`src/rtl/sd_cmd_responder.sv`:
```
// sd_cmd_responder: card-side SD CMD line engine; receives 48-bit host commands
// and returns user-supplied R1/R3/R6/R7 responses after the NCR gap.
module sd_cmd_responder #(
    parameter int SYNC_STAGES = 2,
    parameter int NCR_CYCLES  = 2
) (
    input  logic        clk,
    input  logic        rstn,
    input  logic        sdclk,
    input  logic        sdcmd_i,
    output logic        sdcmd_o,
    output logic        sdcmd_oe,
    output logic        cmd_valid,
    output logic [5:0]  cmd_index,
    output logic [31:0] cmd_arg,
    output logic        cmd_crc_err,
    input  logic        rsp_valid,
    output logic        rsp_ready,
    input  logic        rsp_none,
    input  logic        rsp_nocrc,
    input  logic [5:0]  rsp_index,
    input  logic [31:0] rsp_arg,
    output logic        busy
);
    typedef enum logic [2:0] {IDLE, RX, CHECK, WAIT_RSP, NCR, TX} state_t;

    function automatic logic [6:0] crc7(input logic [39:0] d);
        logic [6:0] c;
        c = 7'd0;
        for (int i = 39; i >= 0; i--)
            c = {c[5:0], 1'b0} ^ ((d[i] ^ c[6]) ? 7'h09 : 7'h00);
        return c;
    endfunction

    state_t                 r_state;
    logic [SYNC_STAGES-1:0] r_clk_sync;
    logic [SYNC_STAGES-1:0] r_cmd_sync;
    logic                   r_clk_prev;
    logic [47:0]            r_rx;
    logic [47:0]            r_tx;
    logic [5:0]             r_cnt;
    logic [6:0]             r_ncr;
    logic                   r_sdcmd_o;
    logic                   r_sdcmd_oe;
    logic                   r_cmd_valid;
    logic                   r_cmd_crc_err;
    logic [5:0]             r_cmd_index;
    logic [31:0]            r_cmd_arg;
    logic                   r_rsp_ready;

    logic        w_clk_s;
    logic        w_cmd_s;
    logic        w_rise;
    logic        w_fall;
    logic        w_host_start;
    logic        w_rx_ok;
    logic [6:0]  w_ncr_inc;
    logic [47:0] w_rsp_frame;

    always_comb begin
        w_clk_s      = r_clk_sync[SYNC_STAGES-1];
        w_cmd_s      = r_cmd_sync[SYNC_STAGES-1];
        w_rise       = w_clk_s & ~r_clk_prev;
        w_fall       = ~w_clk_s & r_clk_prev;
        w_host_start = w_rise & ~w_cmd_s;
        w_rx_ok      = r_rx[46] & r_rx[0] & (crc7(r_rx[47:8]) == r_rx[7:1]);
        w_ncr_inc    = (r_ncr == 7'd64) ? r_ncr : r_ncr + 7'd1;
        w_rsp_frame  = {2'b00, rsp_index, rsp_arg,
                        rsp_nocrc ? 7'h7F : crc7({2'b00, rsp_index, rsp_arg}), 1'b1};
    end

    always_ff @(posedge clk or negedge rstn) begin
        if (!rstn) begin
            r_clk_sync <= '1;
            r_cmd_sync <= '1;
            r_clk_prev <= 1'b1;
        end else begin
            r_clk_sync <= {r_clk_sync[SYNC_STAGES-2:0], sdclk};
            r_cmd_sync <= {r_cmd_sync[SYNC_STAGES-2:0], sdcmd_i};
            r_clk_prev <= w_clk_s;
        end
    end

    always_ff @(posedge clk or negedge rstn) begin
        if (!rstn) begin
            r_state       <= IDLE;
            r_rx          <= '0;
            r_tx          <= '1;
            r_cnt         <= '0;
            r_ncr         <= '0;
            r_sdcmd_o     <= 1'b1;
            r_sdcmd_oe    <= 1'b0;
            r_cmd_valid   <= 1'b0;
            r_cmd_crc_err <= 1'b0;
            r_cmd_index   <= '0;
            r_cmd_arg     <= '0;
            r_rsp_ready   <= 1'b0;
        end else begin
            r_cmd_valid   <= 1'b0;
            r_cmd_crc_err <= 1'b0;
            case (r_state)
                IDLE: if (w_host_start) begin
                    r_state <= RX;
                    r_cnt   <= 6'd1;
                    r_rx    <= {r_rx[46:0], w_cmd_s};
                end
                RX: if (w_rise) begin
                    r_rx  <= {r_rx[46:0], w_cmd_s};
                    r_cnt <= r_cnt + 6'd1;
                    if (r_cnt == 6'd47) r_state <= CHECK;
                end
                CHECK: begin
                    r_ncr <= '0;
                    if (w_rx_ok) begin
                        r_cmd_index <= r_rx[45:40];
                        r_cmd_arg   <= r_rx[39:8];
                        r_cmd_valid <= 1'b1;
                        r_rsp_ready <= 1'b1;
                        r_state     <= WAIT_RSP;
                    end else begin
                        r_cmd_crc_err <= 1'b1;
                        r_state       <= IDLE;
                    end
                end
                WAIT_RSP: begin
                    if (w_fall) r_ncr <= w_ncr_inc;
                    // a new host command takes priority over a pending response
                    if (w_host_start) begin
                        r_state     <= RX;
                        r_cnt       <= 6'd1;
                        r_rx        <= {r_rx[46:0], w_cmd_s};
                        r_rsp_ready <= 1'b0;
                    end else if (rsp_valid && r_rsp_ready) begin
                        r_rsp_ready <= 1'b0;
                        r_tx        <= w_rsp_frame;
                        r_state     <= rsp_none ? IDLE : NCR;
                    end
                end
                NCR: if (w_fall) begin
                    r_ncr <= w_ncr_inc;
                    if (w_ncr_inc >= 7'(NCR_CYCLES)) begin
                        r_state    <= TX;
                        r_sdcmd_oe <= 1'b1;
                        r_sdcmd_o  <= r_tx[47];
                        r_cnt      <= 6'd1;
                    end
                end
                TX: if (w_fall) begin
                    if (r_cnt == 6'd48) begin
                        r_sdcmd_oe <= 1'b0;
                        r_sdcmd_o  <= 1'b1;
                        r_state    <= IDLE;
                    end else begin
                        r_sdcmd_o <= r_tx[46];
                        r_tx      <= {r_tx[46:0], 1'b1};
                        r_cnt     <= r_cnt + 6'd1;
                    end
                end
                default: r_state <= IDLE;
            endcase
        end
    end

    assign sdcmd_o     = r_sdcmd_o;
    assign sdcmd_oe    = r_sdcmd_oe;
    assign cmd_valid   = r_cmd_valid;
    assign cmd_index   = r_cmd_index;
    assign cmd_arg     = r_cmd_arg;
    assign cmd_crc_err = r_cmd_crc_err;
    assign rsp_ready   = r_rsp_ready;
    assign busy        = (r_state != IDLE);
endmodule

```
`config.mk`:
```
export PLATFORM = sky130hd
export DESIGN_NAME = sd_cmd_responder
export DESIGN_NICKNAME = d
export VERILOG_FILES = /design/src/rtl/sd_cmd_responder.sv
export SDC_FILE = /design/constraint.sdc
export NUM_CORES = 1
export LEC_CHECK = 0
export CORE_MARGIN = 5
export CORE_UTILIZATION = 53
export DETAILED_ROUTE_END_ITERATION = 8
export GPL_TIMING_DRIVEN = 1
export PLACE_DENSITY = 0.8
export SLEW_MARGIN = 20
export SYNTH_ARGS = -nofsm -noshare
export SYNTH_HDL_FRONTEND = slang
export SYNTH_SLANG_ARGS = --single-unit
```
`constraint.sdc`:
```
create_clock -name clk -period 10.2 [get_ports clk]
set_input_delay 1.53 -clock clk [delete_from_list [all_inputs] [get_ports clk]]
set_output_delay 1.53 -clock clk [all_outputs]
set_load 0.02 [all_outputs]
```
Word-level counts from Yosys, hierarchy flattened
Index checks and enable logic that the tools add are counted.
{"block": "word_totals", "ff_bits": 160, "out_inout_bits": 44}
{"block": "op_classes", "eq_ne": 23, "n_lt_le_gt_ge": 1, "mux": 127, "addsub": 2, "bitwise": 160, "n_reduce_logical": 20}
{"op": "XOR 7 x 4 -> 7 bit", "n": 72}
{"op": "2-to-1 mux 4 bit", "n": 78}
{"op": "2-to-1 mux 48 bit", "n": 6}
{"op": "case mux 48 bit (2 select lines)", "n": 2}
{"op": "XOR 1 bit", "n": 70}
{"op": "2-to-1 mux 6 bit", "n": 6}
{"op": "2-to-1 mux 3 bit", "n": 10}
{"op": "case mux 6 bit (4 select lines)", "n": 1}
{"op": "inequality test 2 bit, second input constant", "n": 11}
{"op": "2-to-1 mux 7 bit", "n": 3}
{"op": "case mux 3 bit (6 select lines)", "n": 1}
{"op": "2-to-1 mux 1 bit", "n": 15}
{"op": "case mux 7 bit (2 select lines)", "n": 1}
{"op": "equality test 6 bit, second input constant", "n": 2}
{"op": "XOR 6 x 4 -> 6 bit", "n": 2}
{"op": "AND reduction 5 bit", "n": 2}
{"op": "nonzero test 2 bit", "n": 5}
{"op": "XOR 5 x 4 -> 5 bit", "n": 2}
{"op": "AND reduction 8 bit", "n": 1}
{"op": "adder 7 x 1 -> 7 bit, second input constant", "n": 1}
{"op": "equality test 7 bit", "n": 1}
{"op": "equality test 7 bit, second input constant", "n": 1}
{"op": ">= comparator 7 x 2 -> 1 bit, second input constant", "n": 1}
{"op": "AND reduction 7 bit", "n": 1}
{"op": "19 further kinds", "n": 38}

Depth between registers and ports, before layout
{"block": "depth", "word_depth": 117, "mapped_depth": 11, "mapped_depth_nobuf": 10}

Worst setup path after synthesis
No wires, ideal clock.
{"block": "synth_timing", "kind": "in2reg", "from": "input port rsp_index[1]", "to": "register r_tx[5]", "stages": 8, "path_slack_ns": 6.456, "path_buffers": 0, "arrival_ns": 3.651, "required_time_ns": 10.107, "cell_sequence": "xor3_1 > xnor2_1 > xnor3_1 > xnor3_1 > xor2_1 > xnor2_1 > o31ai_1 > a21oi_1"}
{"block": "synth_between", "elab_chain_len": 56}
{"item": "from (decl)", "line": "21", "text": "input logic [5:0] rsp_index,"}
{"item": "XOR 1 bit (*)", "line": "31", "text": "c = {c[5:0], 1'b0} ^ ((d[i] ^ c[6]) ? 7'h09 : 7'h00);"}
{"item": "2-to-1 mux 4 bit (*)", "line": "31"}
{"item": "XOR 7 x 4 -> 7 bit (*) (4 in series)", "line": "31"}
{"item": "XOR 1 bit", "line": "31"}
{"item": "2-to-1 mux 4 bit", "line": "31"}
{"item": "XOR 7 x 4 -> 7 bit (*) (4 in series)", "line": "31"}
{"item": "XOR 1 bit", "line": "31"}
{"item": "2-to-1 mux 4 bit", "line": "31"}
{"item": "[30 not listed]"}
{"item": "XOR 7 x 4 -> 7 bit (*) (4 in series)", "line": "31"}
{"item": "XOR 1 bit", "line": "31"}
{"item": "2-to-1 mux 4 bit", "line": "31"}
{"item": "XOR 7 x 4 -> 7 bit (*) (2 in series)", "line": "31"}
{"item": "2-to-1 mux 7 bit (*)", "line": "69", "text": "rsp_nocrc ? 7'h7F : crc7({2'b00, rsp_index, rsp_arg}), 1'b1};"}
{"item": "2-to-1 mux 48 bit (*)", "line": "133", "text": "end else if (rsp_valid && r_rsp_ready) begin"}
{"item": "2-to-1 mux 48 bit (*)", "line": "128", "text": "if (w_host_start) begin"}
{"item": "case mux 48 bit (2 select lines) (*)", "line": "101", "text": "case (r_state)"}
{"item": "to (signal assigned)", "line": "135", "text": "r_tx <= w_rsp_frame;"}
{"item": "to (signal assigned)", "line": "155", "text": "r_tx <= {r_tx[46:0], 1'b1};"}
{"item": "to (decl)", "line": "40", "text": "logic [47:0] r_tx;"}
Mark *: on every way between the ends. The rest lies on a longest branch, timed or not. The select of a mux whose other input is x is not followed.
A chain may end at the register's enable or synchronous reset.

Worst setup path after layout
{"block": "layout_timing", "from": "register r_rx[43]", "to": "register r_cmd_arg[0], in the netlist cmd_arg[0]"}
{"block": "layout_between", "elab_chain_len": 57}
{"item": "from (decl)", "line": "39", "text": "logic [47:0] r_rx;"}
{"item": "from (signal assigned)", "line": "105", "text": "r_rx <= {r_rx[46:0], w_cmd_s};"}
{"item": "from (signal assigned)", "line": "108", "text": "r_rx <= {r_rx[46:0], w_cmd_s};"}
{"item": "from (signal assigned)", "line": "131", "text": "r_rx <= {r_rx[46:0], w_cmd_s};"}
{"item": "XOR 1 bit (*)", "line": "31"}
{"item": "2-to-1 mux 4 bit (*)", "line": "31"}
{"item": "XOR 7 x 4 -> 7 bit (*) (4 in series)", "line": "31"}
{"item": "XOR 1 bit or XOR 7 x 4 -> 7 bit (tied branches)", "line": "31"}
{"item": "2-to-1 mux 4 bit or XOR 7 x 4 -> 7 bit (tied branches)", "line": "31"}
{"item": "XOR 7 x 4 -> 7 bit (*) (4 in series)", "line": "31"}
{"item": "XOR 1 bit or XOR 7 x 4 -> 7 bit (tied branches)", "line": "31"}
{"item": "2-to-1 mux 4 bit or XOR 7 x 4 -> 7 bit (tied branches)", "line": "31"}
{"item": "[29 not listed]"}
{"item": "2-to-1 mux 4 bit or XOR 7 x 4 -> 7 bit (tied branches)", "line": "31"}
{"item": "XOR 7 x 4 -> 7 bit (*) (7 in series)", "line": "31"}
{"item": "XOR 1 bit or XOR 7 x 4 -> 7 bit (tied branches)", "line": "31"}
{"item": "2-to-1 mux 4 bit or XOR 7 x 4 -> 7 bit (tied branches)", "line": "31"}
{"item": "XOR 7 x 4 -> 7 bit (*)", "line": "31"}
{"item": "equality test 7 bit (*)", "line": "66", "text": "w_rx_ok = r_rx[46] & r_rx[0] & (crc7(r_rx[47:8]) == r_rx[7:1]);"}
{"item": "AND 1 bit (*)", "line": "66"}
{"item": "AND reduction 2 bit (no source line) (*)"}
{"item": "to (signal assigned)", "line": "116", "text": "r_cmd_arg <= r_rx[39:8];"}
{"item": "to (decl)", "line": "48", "text": "logic [31:0] r_cmd_arg;"}
Mark *: on every way between the ends. The rest lies on a longest branch, timed or not.

==> metrics.md <==
| Metric | Value |
|---|---|
| Tmin final | `about 4.5 ns` |
| Sw Ratio | `31.5%` |
| Post-Layout Cell Count | `about 1,100` |
| Flop pwr share | `a little over two fifths` |
| CP Launch Type | `flop` |
| P per Cell Area | `211 mW/mm2` |
| Layout cells sized above 1 | `roughly 23%` |
| Warnings from Yosys | `0` |
| CTS H-tree lvls | `4` |
| Global-route wire length before repair | `between 20 and 30 mm` |
| Post_cts resized | `0` |
| Wirelength per Cell | `~16 um` |
| Final clock skew | `0.00878 ns` |
| Cell Int Power | `~1.5 mW` |
| GRT Util Overall | `roughly 18%` |
| RSZ-0062 raised after global routing | `no` |
| Synth Register Bits | `159` |
| Final period utilization | `between 40 and 50%` |
| Sum Neg Setup Slack | `0 ns` |
| Hold WC Path Type | `reg -> reg` |
| Final setup violation count | `0` |
| Post-layout util | `about 63%` |
| First-iteration detailed-routing DRC count | `351` |
| First-pass DRT Iterations | `4` |
| Vias per cell | `5.35` |
| FP Rows | `47` |
| Die area | `0.0193 mm2` |
| Fin. Hold Viols | `0` |
| Leak pwr | `4.77 nW` |
| Synth Instances | `between 700 and 800` |
| Max rail drop VDD | `about 0.16 mV` |
| Comb power frac | `31.4%` |
| RR Endpoint | `cmd_arg[0]$_DFFE_PN0P_` |
| Cell depth of the worst flop-to-flop path | `8` |
| Post-synthesis sequential area ratio | `46.0%` |
| Relative slew slack | `between 30% and 40%` |
| Critical path type | `reg -> reg` |
| Final #Nets | `a little under 900` |
| P_sw | `690 uW` |
| Diode count | `0` |
| DRC | `0` |
| Fmax | `0.225 GHz` |
| Dpl cells | `approximately 1,000` |
| Hold buffers post-CTS | `0` |
| CTS max path bufs | `2` |
| Setup Buffers After CTS | `0` |
| Die W | `around 140 um` |
| Clock Power Share | `26.5%` |
| Port Buf Inserts | `around 90` |
| Total wire length | `between 15 and 20 mm` |
| CTS Buf Count | `17` |
| Final Wtd Congestion | `0.875` |
| R2R Path Start | `r_rx[43]$_DFFE_PN0P_` |
| # fillers | `roughly 1,300` |
| Fin. max-slew vios | `0` |
| CP Capture Type | `flop` |
| Post-DRT Antenna Nets | `0` |
| DP HPWL | `between 10 and 15 mm` |
| CP max FO | `40` |
| Ports | `89` |
| CTS tree | `built` |
| Antenna violations before repair | `0` |
| R2r setup slk | `around 5.7 ns` |
| Worst endpoint data arrival time | `about 4.8 ns` |
| Max Cap Viol | `0` |
| Clk sink count | `~160` |
| Clk slew on worst S/H paths | `about 0.07 ns` |
| Routed via count | `between 5,000 and 6,000` |
| Syn Area/Cell | `11.8 um2` |
| Cell variety after synth | `46` |
| Initial Util | `53.6%` |
| Largest net degree at the start of global routing | `92` |
| Crit path to | `cmd_arg[0]$_DFFE_PN0P_` |
| Die Ht | `around 140 um` |
| Clk_lat worst skew | `about 0.42 ns` |
| CP Data Required Time | `10.50 ns` |
| Number of global-route vias before repair | `between 5,000 and 6,000` |
| Mapped cell area | `about 0.0088 mm2` |
| Worst Setup SP | `r_rx[43]$_DFFE_PN0P_` |
| Slew @ Worst Pin | `around 1 ns` |
| Area growth syn-to-layout | `18.0%` |
| Root Buffer | `clkbuf_16` |
| Core area | `approximately 0.016 mm2` |
| Congestion Overflow GR | `0` |
| Status | `finished clean` |
| Net count after synthesis | `slightly below 800` |
| Hold_ws | `about 0.36 ns` |
==> cell type report <==
class | instances | area [um2] | area share [%]
sequential | 159 | 4050 | 39.0
inverter | 10 | 37.5 | 0.362
clock inverter | 14 | 113 | 1.09
timing repair buffer | 92 | 916 | 8.83
clock buffer | 18 | 429 | 4.14
tap | 220 | 275 | 2.65
multi-input combinational | 538 | 4560 | 44.0
==> stage by stage <==
step | total power [mW] | instance area, um2 | worst slack (ns)
floorplan | 1.46 | 8790 | 6.46
global placement | 1.61 | 9830 | 5.73
detailed placement | 1.62 | 9830 | 5.64
CTS | 2.21 | 10400 | 5.74
global route | 2.33 | 10400 | 5.55
finish | 2.19 | 10400 | 5.75
==> layer usage <==
metal / GRT usage [%] / vias to the layer above / wire, um
met4: 5.77 / 0 / 240
li1: - / 2721 / -
met2: 30.3 / 115 / 8550
met1: 23.5 / 2769 / 7540
met3: 3.34 / 17 / 618
met5: 0 / - / 0
==> synthesized netlist by cell type, drive strengths merged <==
cell type / count / share of area, %
o21ai: 21 / 1.2
o31ai: 6 / 0.51
nand4: 5 / 0.43
a21oi: 12 / 0.68
a31o: 1 / 0.10
a21bo: 1 / 0.11
xor3: 5 / 1.4
o22ai: 2 / 0.14
dfrtp: 106 / 30
a22o: 3 / 0.30
or2: 4 / 0.28
xnor3: 36 / 9.2
mux2: 89 / 13
and2: 2 / 0.14
dfstp: 53 / 16
ha: 5 / 0.71
a31oi: 39 / 2.8
maj3: 1 / 0.11
xnor2: 72 / 7.3
nand3b: 2 / 0.17
nor2b: 6 / 0.43
and3: 6 / 0.43
clkbuf: 33 / 1.4
a41oi: 3 / 0.30
nand3: 12 / 0.68
a211oi: 2 / 0.23
mux2i: 4 / 0.46
or3: 5 / 0.36
o21bai: 1 / 0.085
nand4bb: 1 / 0.13
nor3: 5 / 0.28
nand2: 99 / 4.2
xor2: 21 / 2.1
nor2: 58 / 2.5
inv: 10 / 0.43
nand2b: 4 / 0.28
a21o: 1 / 0.085
or4: 2 / 0.17
o221ai: 2 / 0.20
buf: 6 / 0.60
==> worst min-delay path by stage <==
stage | start | end | slack (ns) | depth (start not counted)
after detailed placement | r_cmd_sync[0]$_DFF_PN1_ | r_cmd_sync[1]$_DFF_PN1_ | 0.35 | 0
after CTS | r_cmd_sync[0]$_DFF_PN1_ | r_cmd_sync[1]$_DFF_PN1_ | 0.36 | 0
after global routing | r_clk_sync[0]$_DFF_PN1_ | r_clk_sync[1]$_DFF_PN1_ | 0.36 | 0
after floorplan | r_clk_sync[0]$_DFF_PN1_ | r_clk_sync[1]$_DFF_PN1_ | 0.35 | 0
after global placement | r_clk_sync[0]$_DFF_PN1_ | r_clk_sync[1]$_DFF_PN1_ | 0.35 | 0
final | r_cmd_sync[0]$_DFF_PN1_ | r_cmd_sync[1]$_DFF_PN1_ | 0.36 | 0
==> power groups by stage <==
| stage | Sequential, mW | Combinational (mW) | Clock (mW) |
|---|---|---|---|
| 6_report | 0.923 | 0.688 | 0.581 |
| 5_1_grt | 0.943 | 0.757 | 0.625 |
| 4_1_cts | 0.923 | 0.694 | 0.597 |
| 3_5_place_dp | 0.933 | 0.691 | 0 |
| 3_3_place_gp | 0.929 | 0.676 | 0 |
| 2_1_floorplan | 0.899 | 0.564 | 0 |
==> worst max-delay path, stage by stage, from the launching register on <==
cell and delay (ns):
dfrtp_1 0.45, xnor2_2 0.37, xnor3_1 0.53, xor2_1 0.31, xor3_1 0.49, or3_1 0.37, a211oi_2 0.35, nand4_4 0.83
mux2_4 0.59
==> kinds of logic (layout without fill, tap and decap cells) <==
group           after synthesis  in the layout  share of synthesized area [%]
mux                          93             93                           13.5
buf+inv                      49            134                           2.43
xor+xnor                    134            134                           20.0
simple gates                211            211                           10.5
compound gates               94             94                           6.72
fa+ha+maj                     6              6                          0.826
flops                       159            159                           46.0
==> cells in the final DEF (no fill, tap or decap), drive strengths merged, types with 6 or more instances in the layout <==
| cell | Yosys | routed |
|---|---|---|
| o31ai | 6 | 6 |
| and3 | 6 | 6 |
| clkbuf | 33 | 18 |
| xnor2 | 72 | 72 |
| mux2 | 89 | 89 |
| a21oi | 12 | 12 |
| inv | 10 | 14 |
| clkdlybuf4s50 | 0 | 87 |
| nand3 | 12 | 12 |
| xnor3 | 36 | 36 |
| xor2 | 21 | 21 |
| a31oi | 39 | 39 |
| o21ai | 21 | 21 |
| nand2 | 99 | 99 |
| nor2b | 6 | 6 |
| dfstp | 53 | 53 |
| dfrtp | 106 | 106 |
| nor2 | 58 | 58 |
==> flip-flops by register name, summed over array words and instances (netlist names) <==
name	count
r_rx	48
r_tx	47
cmd_arg	32
r_ncr	7
cmd_index	6
r_cnt	6
r_state	3
r_clk_sync	2
r_cmd_sync	2
cmd_crc_err	1
cmd_valid	1
r_clk_prev	1
rsp_ready	1
sdcmd_o	1
sdcmd_oe	1
Note: power is estimated with default switching activity, not from simulation.
